==> config.mk <==
export PLATFORM = sky130hd
export DESIGN_NAME = tlul_host_arb_flat
export DESIGN_NICKNAME = d
export VERILOG_FILES = /design/src/rtl/tlul_host_arb_if.sv /design/src/rtl/tlul_host_arb.sv /design/src/flat_wrapper.sv
export SDC_FILE = /design/constraint.sdc
export NUM_CORES = 1
export LEC_CHECK = 0
export ABC_AREA = 1
export CAP_MARGIN = 20
export CORE_MARGIN = 8
export CORE_UTILIZATION = 55
export CTS_BUF_LIST = sky130_fd_sc_hd__clkbuf_4
export CTS_CLUSTER_SIZE = 10
export DETAILED_ROUTE_END_ITERATION = 6
export PLACE_DENSITY = 0.93
export SLEW_MARGIN = 10
export SYNTH_ARGS = -nofsm -noshare
export SYNTH_HDL_FRONTEND = slang
export SYNTH_SLANG_ARGS = --single-unit
==> constraint.sdc <==
create_clock -name clk_i -period 3.3 [get_ports clk_i]
set_input_delay 0.66 -clock clk_i [delete_from_list [all_inputs] [get_ports clk_i]]
set_output_delay 0.66 -clock clk_i [all_outputs]
set_load 0.1 [all_outputs]
==> src/rtl/tlul_host_arb_if.sv <==
// tlul_host_arb_if: A-channel request/grant and D-channel response bundle for tlul_host_arb.
interface tlul_host_arb_if #(
    parameter int N    = 4,
    parameter int IdxW = $clog2(N)
);
    logic [N-1:0]    req_i;
    logic [N-1:0]    gnt_o;
    logic [IdxW-1:0] idx_o;
    logic            valid_o;
    logic            ready_i;
    logic            rsp_valid_i;
    logic            rsp_ready_i;
    logic [IdxW-1:0] rsp_idx_i;
    logic            busy_o;
    logic            err_o;
    modport slave (
        input  req_i, ready_i, rsp_valid_i, rsp_ready_i, rsp_idx_i,
        output gnt_o, idx_o, valid_o, busy_o, err_o
    );
    modport master (
        output req_i, ready_i, rsp_valid_i, rsp_ready_i, rsp_idx_i,
        input  gnt_o, idx_o, valid_o, busy_o, err_o
    );
endinterface

==> src/rtl/tlul_host_arb.sv <==
// tlul_host_arb: round-robin TL-UL host arbiter with grant lock and per-host outstanding limits.
// Define TLUL_ARB_WEIGHT_EN to add per-host Weight bursts before the pointer advances.
module tlul_host_arb #(
    parameter int N      = 4,
    parameter int MaxOut = 2,
    parameter int IdxW   = $clog2(N)
`ifdef TLUL_ARB_WEIGHT_EN
    ,
    parameter logic [N*4-1:0] Weight = {N{4'h1}}
`endif
) (
    input logic            clk_i,
    input logic            rst_i,
    tlul_host_arb_if.slave bus
);
    localparam int CW = $clog2(MaxOut + 1);
    typedef enum logic {ARB, LOCK} state_t;
    state_t          state, state_nx;
    logic [IdxW-1:0] ptr, ptr_nx, lock_idx, lock_nx, win, sel, sel_inc, j;
    logic [CW-1:0]   cnt [N];
    logic [CW-1:0]   cnt_nx [N];
    logic [N-1:0]    elig;
    logic            found, valid, accept, rsp, inc, hit, busy, busy_nx, err, err_nx;

    for (genvar i = 0; i < N; i++) begin : g_elig
        assign elig[i] = bus.req_i[i] && (int'(cnt[i]) < MaxOut);
    end

    always_comb begin
        win   = '0;
        found = 1'b0;
        j     = '0;
        for (int k = 0; k < N; k++) begin
            j = IdxW'((int'(ptr) + k) % N);
            if (!found && elig[j]) begin
                found = 1'b1;
                win   = j;
            end
        end
    end

    // Reset masks the grant so nothing leaks while state is being forced.
    assign sel         = (state == LOCK) ? lock_idx : win;
    assign valid       = !rst_i && ((state == LOCK) ? bus.req_i[lock_idx] : found);
    assign accept      = valid && bus.ready_i;
    assign sel_inc     = (int'(sel) == N - 1) ? '0 : sel + 1'b1;
    assign bus.valid_o = valid;
    assign bus.idx_o   = valid ? sel : '0;
    assign bus.gnt_o   = valid ? (N'(1) << sel) : '0;
    assign bus.busy_o  = busy;
    assign bus.err_o   = err;

    always_comb begin
        state_nx = state;
        lock_nx  = lock_idx;
        if (state == ARB && valid && !bus.ready_i) begin
            state_nx = LOCK;
            lock_nx  = win;
        end else if (state == LOCK && (accept || !bus.req_i[lock_idx])) begin
            state_nx = ARB;
        end
    end

`ifdef TLUL_ARB_WEIGHT_EN
    logic [3:0]      burst, burst_nx, wt, streak;
    logic [3:0]      wts [N];
    logic [IdxW-1:0] ptr_inc;
    for (genvar i = 0; i < N; i++) begin : g_wt
        assign wts[i] = (Weight[i*4 +: 4] == 4'd0) ? 4'd1 : Weight[i*4 +: 4];
    end
    assign ptr_inc = (int'(ptr) == N - 1) ? '0 : ptr + 1'b1;
    // The pointer parks on the winner until its burst is used up or it stops being eligible.
    always_comb begin
        wt       = wts[sel];
        streak   = (sel == ptr) ? burst + 4'd1 : 4'd1;
        ptr_nx   = ptr;
        burst_nx = burst;
        if (accept) begin
            ptr_nx   = (streak >= wt) ? sel_inc : sel;
            burst_nx = (streak >= wt) ? 4'd0 : streak;
        end else if (burst != 4'd0 && !elig[ptr]) begin
            ptr_nx   = ptr_inc;
            burst_nx = 4'd0;
        end
    end
    always_ff @(posedge clk_i or posedge rst_i) begin
        if (rst_i) burst <= '0;
        else burst <= burst_nx;
    end
`else
    assign ptr_nx = accept ? sel_inc : ptr;
`endif

    // An accept and a response on the same host cancel; a response at zero holds and flags.
    always_comb begin
        rsp     = bus.rsp_valid_i && bus.rsp_ready_i;
        err_nx  = rsp && (int'(bus.rsp_idx_i) >= N);
        busy_nx = 1'b0;
        inc     = 1'b0;
        hit     = 1'b0;
        for (int i = 0; i < N; i++) begin
            inc       = accept && (sel == IdxW'(i));
            hit       = rsp && (bus.rsp_idx_i == IdxW'(i));
            cnt_nx[i] = cnt[i];
            if (hit && cnt[i] == '0) err_nx = 1'b1;
            if (inc && !hit) cnt_nx[i] = cnt[i] + 1'b1;
            else if (hit && !inc && cnt[i] != '0) cnt_nx[i] = cnt[i] - 1'b1;
            busy_nx = busy_nx || (cnt_nx[i] != '0);
        end
    end

    always_ff @(posedge clk_i or posedge rst_i) begin
        if (rst_i) begin
            state    <= ARB;
            ptr      <= '0;
            lock_idx <= '0;
            busy     <= 1'b0;
            err      <= 1'b0;
            for (int i = 0; i < N; i++) cnt[i] <= '0;
        end else begin
            state    <= state_nx;
            ptr      <= ptr_nx;
            lock_idx <= lock_nx;
            busy     <= busy_nx;
            err      <= err_nx;
            cnt      <= cnt_nx;
        end
    end
endmodule

==> src/flat_wrapper.sv <==
// flat-port wrapper written by rule: the top's interface ports become plain ports
module tlul_host_arb_flat 
#(
    parameter int N      = 4,
    parameter int MaxOut = 2,
    parameter int IdxW   = $clog2(N)

)
  (clk_i, rst_i, bus_req_i, bus_ready_i, bus_rsp_valid_i, bus_rsp_ready_i, bus_rsp_idx_i, bus_gnt_o, bus_idx_o, bus_valid_o, bus_busy_o, bus_err_o);
  tlul_host_arb_if #(.N(N), .IdxW(IdxW)) bus_i ();
  input logic clk_i;
  input logic rst_i;
  input wire logic [$bits(bus_i.req_i)-1:0] bus_req_i;
  input wire logic [$bits(bus_i.ready_i)-1:0] bus_ready_i;
  input wire logic [$bits(bus_i.rsp_valid_i)-1:0] bus_rsp_valid_i;
  input wire logic [$bits(bus_i.rsp_ready_i)-1:0] bus_rsp_ready_i;
  input wire logic [$bits(bus_i.rsp_idx_i)-1:0] bus_rsp_idx_i;
  output wire logic [$bits(bus_i.gnt_o)-1:0] bus_gnt_o;
  output wire logic [$bits(bus_i.idx_o)-1:0] bus_idx_o;
  output wire logic [$bits(bus_i.valid_o)-1:0] bus_valid_o;
  output wire logic [$bits(bus_i.busy_o)-1:0] bus_busy_o;
  output wire logic [$bits(bus_i.err_o)-1:0] bus_err_o;
  assign bus_i.req_i = bus_req_i;
  assign bus_i.ready_i = bus_ready_i;
  assign bus_i.rsp_valid_i = bus_rsp_valid_i;
  assign bus_i.rsp_ready_i = bus_rsp_ready_i;
  assign bus_i.rsp_idx_i = bus_rsp_idx_i;
  assign bus_gnt_o = bus_i.gnt_o;
  assign bus_idx_o = bus_i.idx_o;
  assign bus_valid_o = bus_i.valid_o;
  assign bus_busy_o = bus_i.busy_o;
  assign bus_err_o = bus_i.err_o;
  tlul_host_arb #(.N(N), .MaxOut(MaxOut), .IdxW(IdxW)) u_core (.clk_i(clk_i), .rst_i(rst_i), .bus(bus_i));
endmodule
==> flow_summary.yaml <==
cts:
  clock-root-buffer: "sky130_fd_sc_hd__clkbuf_4"
  clock_transition_at_the_register_clock_pins_on_the_worst_setup_and_hold_paths_after_cts_ns: 0.10
  tritoncts_clock_tree: "built"
  cts.path.max_buffers: 2
  ctsHoldBuffers: 0
  htree_num_levels: 1
  number_of_clock_buffers_inserted_by_tritoncts: 3
  clock_sink_count: 15
  worstSkewPairLatency_ns: 0.30
global_route:
  grtUsageTotal: 0.189
  grt_start_max_net_pins: 20
  grt_first_pass_wirelength_um: 6610
  initial_antenna_violation_count: 0
  grt_overflow_total: 0
  grt_pass1_vias: 1521
synth:
  synth_top_flop_cell: "sky130_fd_sc_hd__dfrtp_1"
  ys_async_rst_share: 1.00
  synth_warnings: 0
  seq_area_frac_synth: 0.276
  synth_cell_type_count: 24
  synthesized_instance_count: 205
  synth_seq_cells: 15
  synth_edf_count: 0
  synthesis.area_sq_um: 1360
  synth_area_per_cell_sq_um: 6.62
  syn-num-nets: 224
die:
  io_pins: 20
  die_width_um: 65.7
  coreArea_sq_um: 2410
  initial_core_util: 0.563
  placementRows: 18
  die-area_sq_um: 4310
  die_height_um: 65.7
drt:
  drc: 0
  route.detailed.vias_per_inst: 5.33
  avgRoutedWirePerCell_um: 13.9
  firstDrtPassIters: 4
  routed_wl_um: 3800
  initialDrtViolationCount: 116
  routed-via-count: 1460
  ant_nets: 0
worst_setup_path:
  worstPathMaxFanout: 7
  timing.critical_path.mode_cell: "sky130_fd_sc_hd__nor2_2"
  cells_along_the_critical_path: "buf_4 -> nand3_1 -> nand3_1 -> nand2_2 -> nand2_1 -> nor2_2 -> nor2_2 -> xor2_2 -> o21ai_2 -> ha_2 -> inv_1 -> nor2_2 -> buf_12"
  timing.critical_path.slowest_cell_delay_ns: 0.48
  path_buf_inv: 3
  capturing_element_type_of_the_critical_path: "primary output"
  slack_of_the_worst_reg_to_reg_path_ns: 0.45
  timing.rr.start: "u_core.ptr[0]"
  worst-setup-path-type: "reg -> out"
  timing.rr.end: "u_core.bus.busy_o"
  crit_path_start_kind: "register"
  worst_path_max_delay_cell: "sky130_fd_sc_hd__dfrtp_2"
  required_ns: 2.64
  worst_ep_arrival_time_ns: 2.56
  r2r_cells: 21
  timing.critical_path.max_delay_family: "simple AND/OR/NAND/NOR gates"
layout:
  final_stage_net_count: 264
  layout.filler_cells: 163
  final_common_cell: "sky130_fd_sc_hd__nand2_1"
  layout-drive-gt1-share: 0.320
  diodes: 0
  regArea_sq_um: 378
  final_cell_mix: "sky130_fd_sc_hd__nand2_1, sky130_fd_sc_hd__inv_1, sky130_fd_sc_hd__nand3_1"
  syn_to_final_growth_pct: 38.3
  multiInputGateArea_sq_um: 902
place:
  detailedPlacementHpwl_um: 2840
  io_buffer_count: 19
  gpl.final_weighted_congestion: 0.920
sta:
  fmaxAchievable_mhz: 311
  min_period_over_period: 0.976
  totalNegativeSetupSlack_ns: 0
  maxSlewHeadroom: 0.773
  min_period_ns: 3.22
  final-setup-viol-count: 0
  timing_worst_slew_pin_value_ns: 0.340
  clock_skew_ns: 0.00524
  maxSlewViolCount: 0
  hold_viol: 0
worst_hold_path:
  hold-path-cell-count: 2
  timing.hold.worst_endpoint: "u_core.cnt[0]"
  hold_class: "reg -> reg"
  hold_start: "u_core.cnt[0]"
outcome:
  outcome: "completed"
flow_run:
  maxCapViolations: 0
==> registers in the layout, indices dropped and copies added, names as in the netlist <==
signal,cells
u_core.bus.busy_o,1
u_core.bus.err_o,1
u_core.cnt,8
u_core.lock_idx,2
u_core.ptr,2
u_core.state,1
==> worst max path at each step <==
stage,cells after the start,start,end,slack [ns]
after global routing,14,u_core.ptr[0],bus_gnt_o[3],-0.03
after global placement,14,bus_req_i[3],bus_gnt_o[2],-0.21
after CTS,14,u_core.ptr[0],bus_gnt_o[3],0.05
final,13,u_core.ptr[0],bus_gnt_o[3],0.08
after detailed placement,12,bus_req_i[2],bus_gnt_o[3],-0.31
after floorplan,11,bus_req_i[3],bus_gnt_o[3],-0.07
==> area by class of cell <==
class / instances / area share
Sequential cell: 15 / 0.201
Multi-Input combinational cell: 147 / 0.480
Clock inverter: 1 / 0.00400
Timing Repair Buffer: 37 / 0.199
Tap cell: 30 / 0.0200
Inverter: 41 / 0.0833
Clock buffer: 3 / 0.0120
==> Yosys cell counts (4+ instances only) <==
cell type	number	share of area
sky130_fd_sc_hd__nand3_2	4	0.029
sky130_fd_sc_hd__o21ai_0	5	0.018
sky130_fd_sc_hd__nand4_1	8	0.037
sky130_fd_sc_hd__dfrtp_1	15	0.28
sky130_fd_sc_hd__ha_1	8	0.074
sky130_fd_sc_hd__nor3_1	4	0.015
sky130_fd_sc_hd__nand3_1	30	0.11
sky130_fd_sc_hd__a21oi_1	4	0.015
sky130_fd_sc_hd__nand2_1	49	0.14
sky130_fd_sc_hd__nand2_2	4	0.018
sky130_fd_sc_hd__inv_1	38	0.11
sky130_fd_sc_hd__nor2_1	19	0.053
==> tightest hold or removal path, stage by stage, from the launching register on <==
cell and delay [ns]:
sky130_fd_sc_hd__dfrtp_1 0.36, sky130_fd_sc_hd__nand3_1 0.08, sky130_fd_sc_hd__nand2_1 0.08
==> through the flow <==
stage               utilization  instances  instance area [sq um]  hold slack, ns  worst slack [ns]
floorplan                     -        205                   1390           0.495           -0.0695
global placement          0.741        268                   1790           0.506            -0.207
detailed placement        0.741        268                   1790           0.525            -0.308
CTS                       0.774        273                   1860           0.552            0.0452
global route              0.779        274                   1880           0.585           -0.0281
finish                    0.779        274                   1880           0.547            0.0807
==> what timing repair did <==
action | in CTS | in global routing
buffers inserted | 1 | 1
setup endpoints to repair | 6 | 6
pin swaps | 5 | 3
resized for setup | 18 | 13
==> cell families after synthesis <==
logic type | synth area share
AOI/OAI and AO/OA | 0.0424
xor gates and xnor gates | 0.00645
adders and majority gates | 0.0737
buffers and inverters | 0.129
DFF | 0.276
muxes | 0.0147
and+or+nand+nor | 0.457
==> layer usage <==
| layer | up-vias | GRT usage | routed length (um) |
|---|---|---|---|
| met1 | 667 | 0.216 | 1570 |
| met2 | 51 | 0.335 | 1980 |
| met4 | 0 | 0.0763 | 57 |
| met3 | 7 | 0.0323 | 191 |
| met5 | - | 0 | 0 |
| li1 | 735 | - | - |
Power is left out: the tool's default activity adds up to more than one toggle a clock period on the data nets, which glitch-free logic cannot reach.
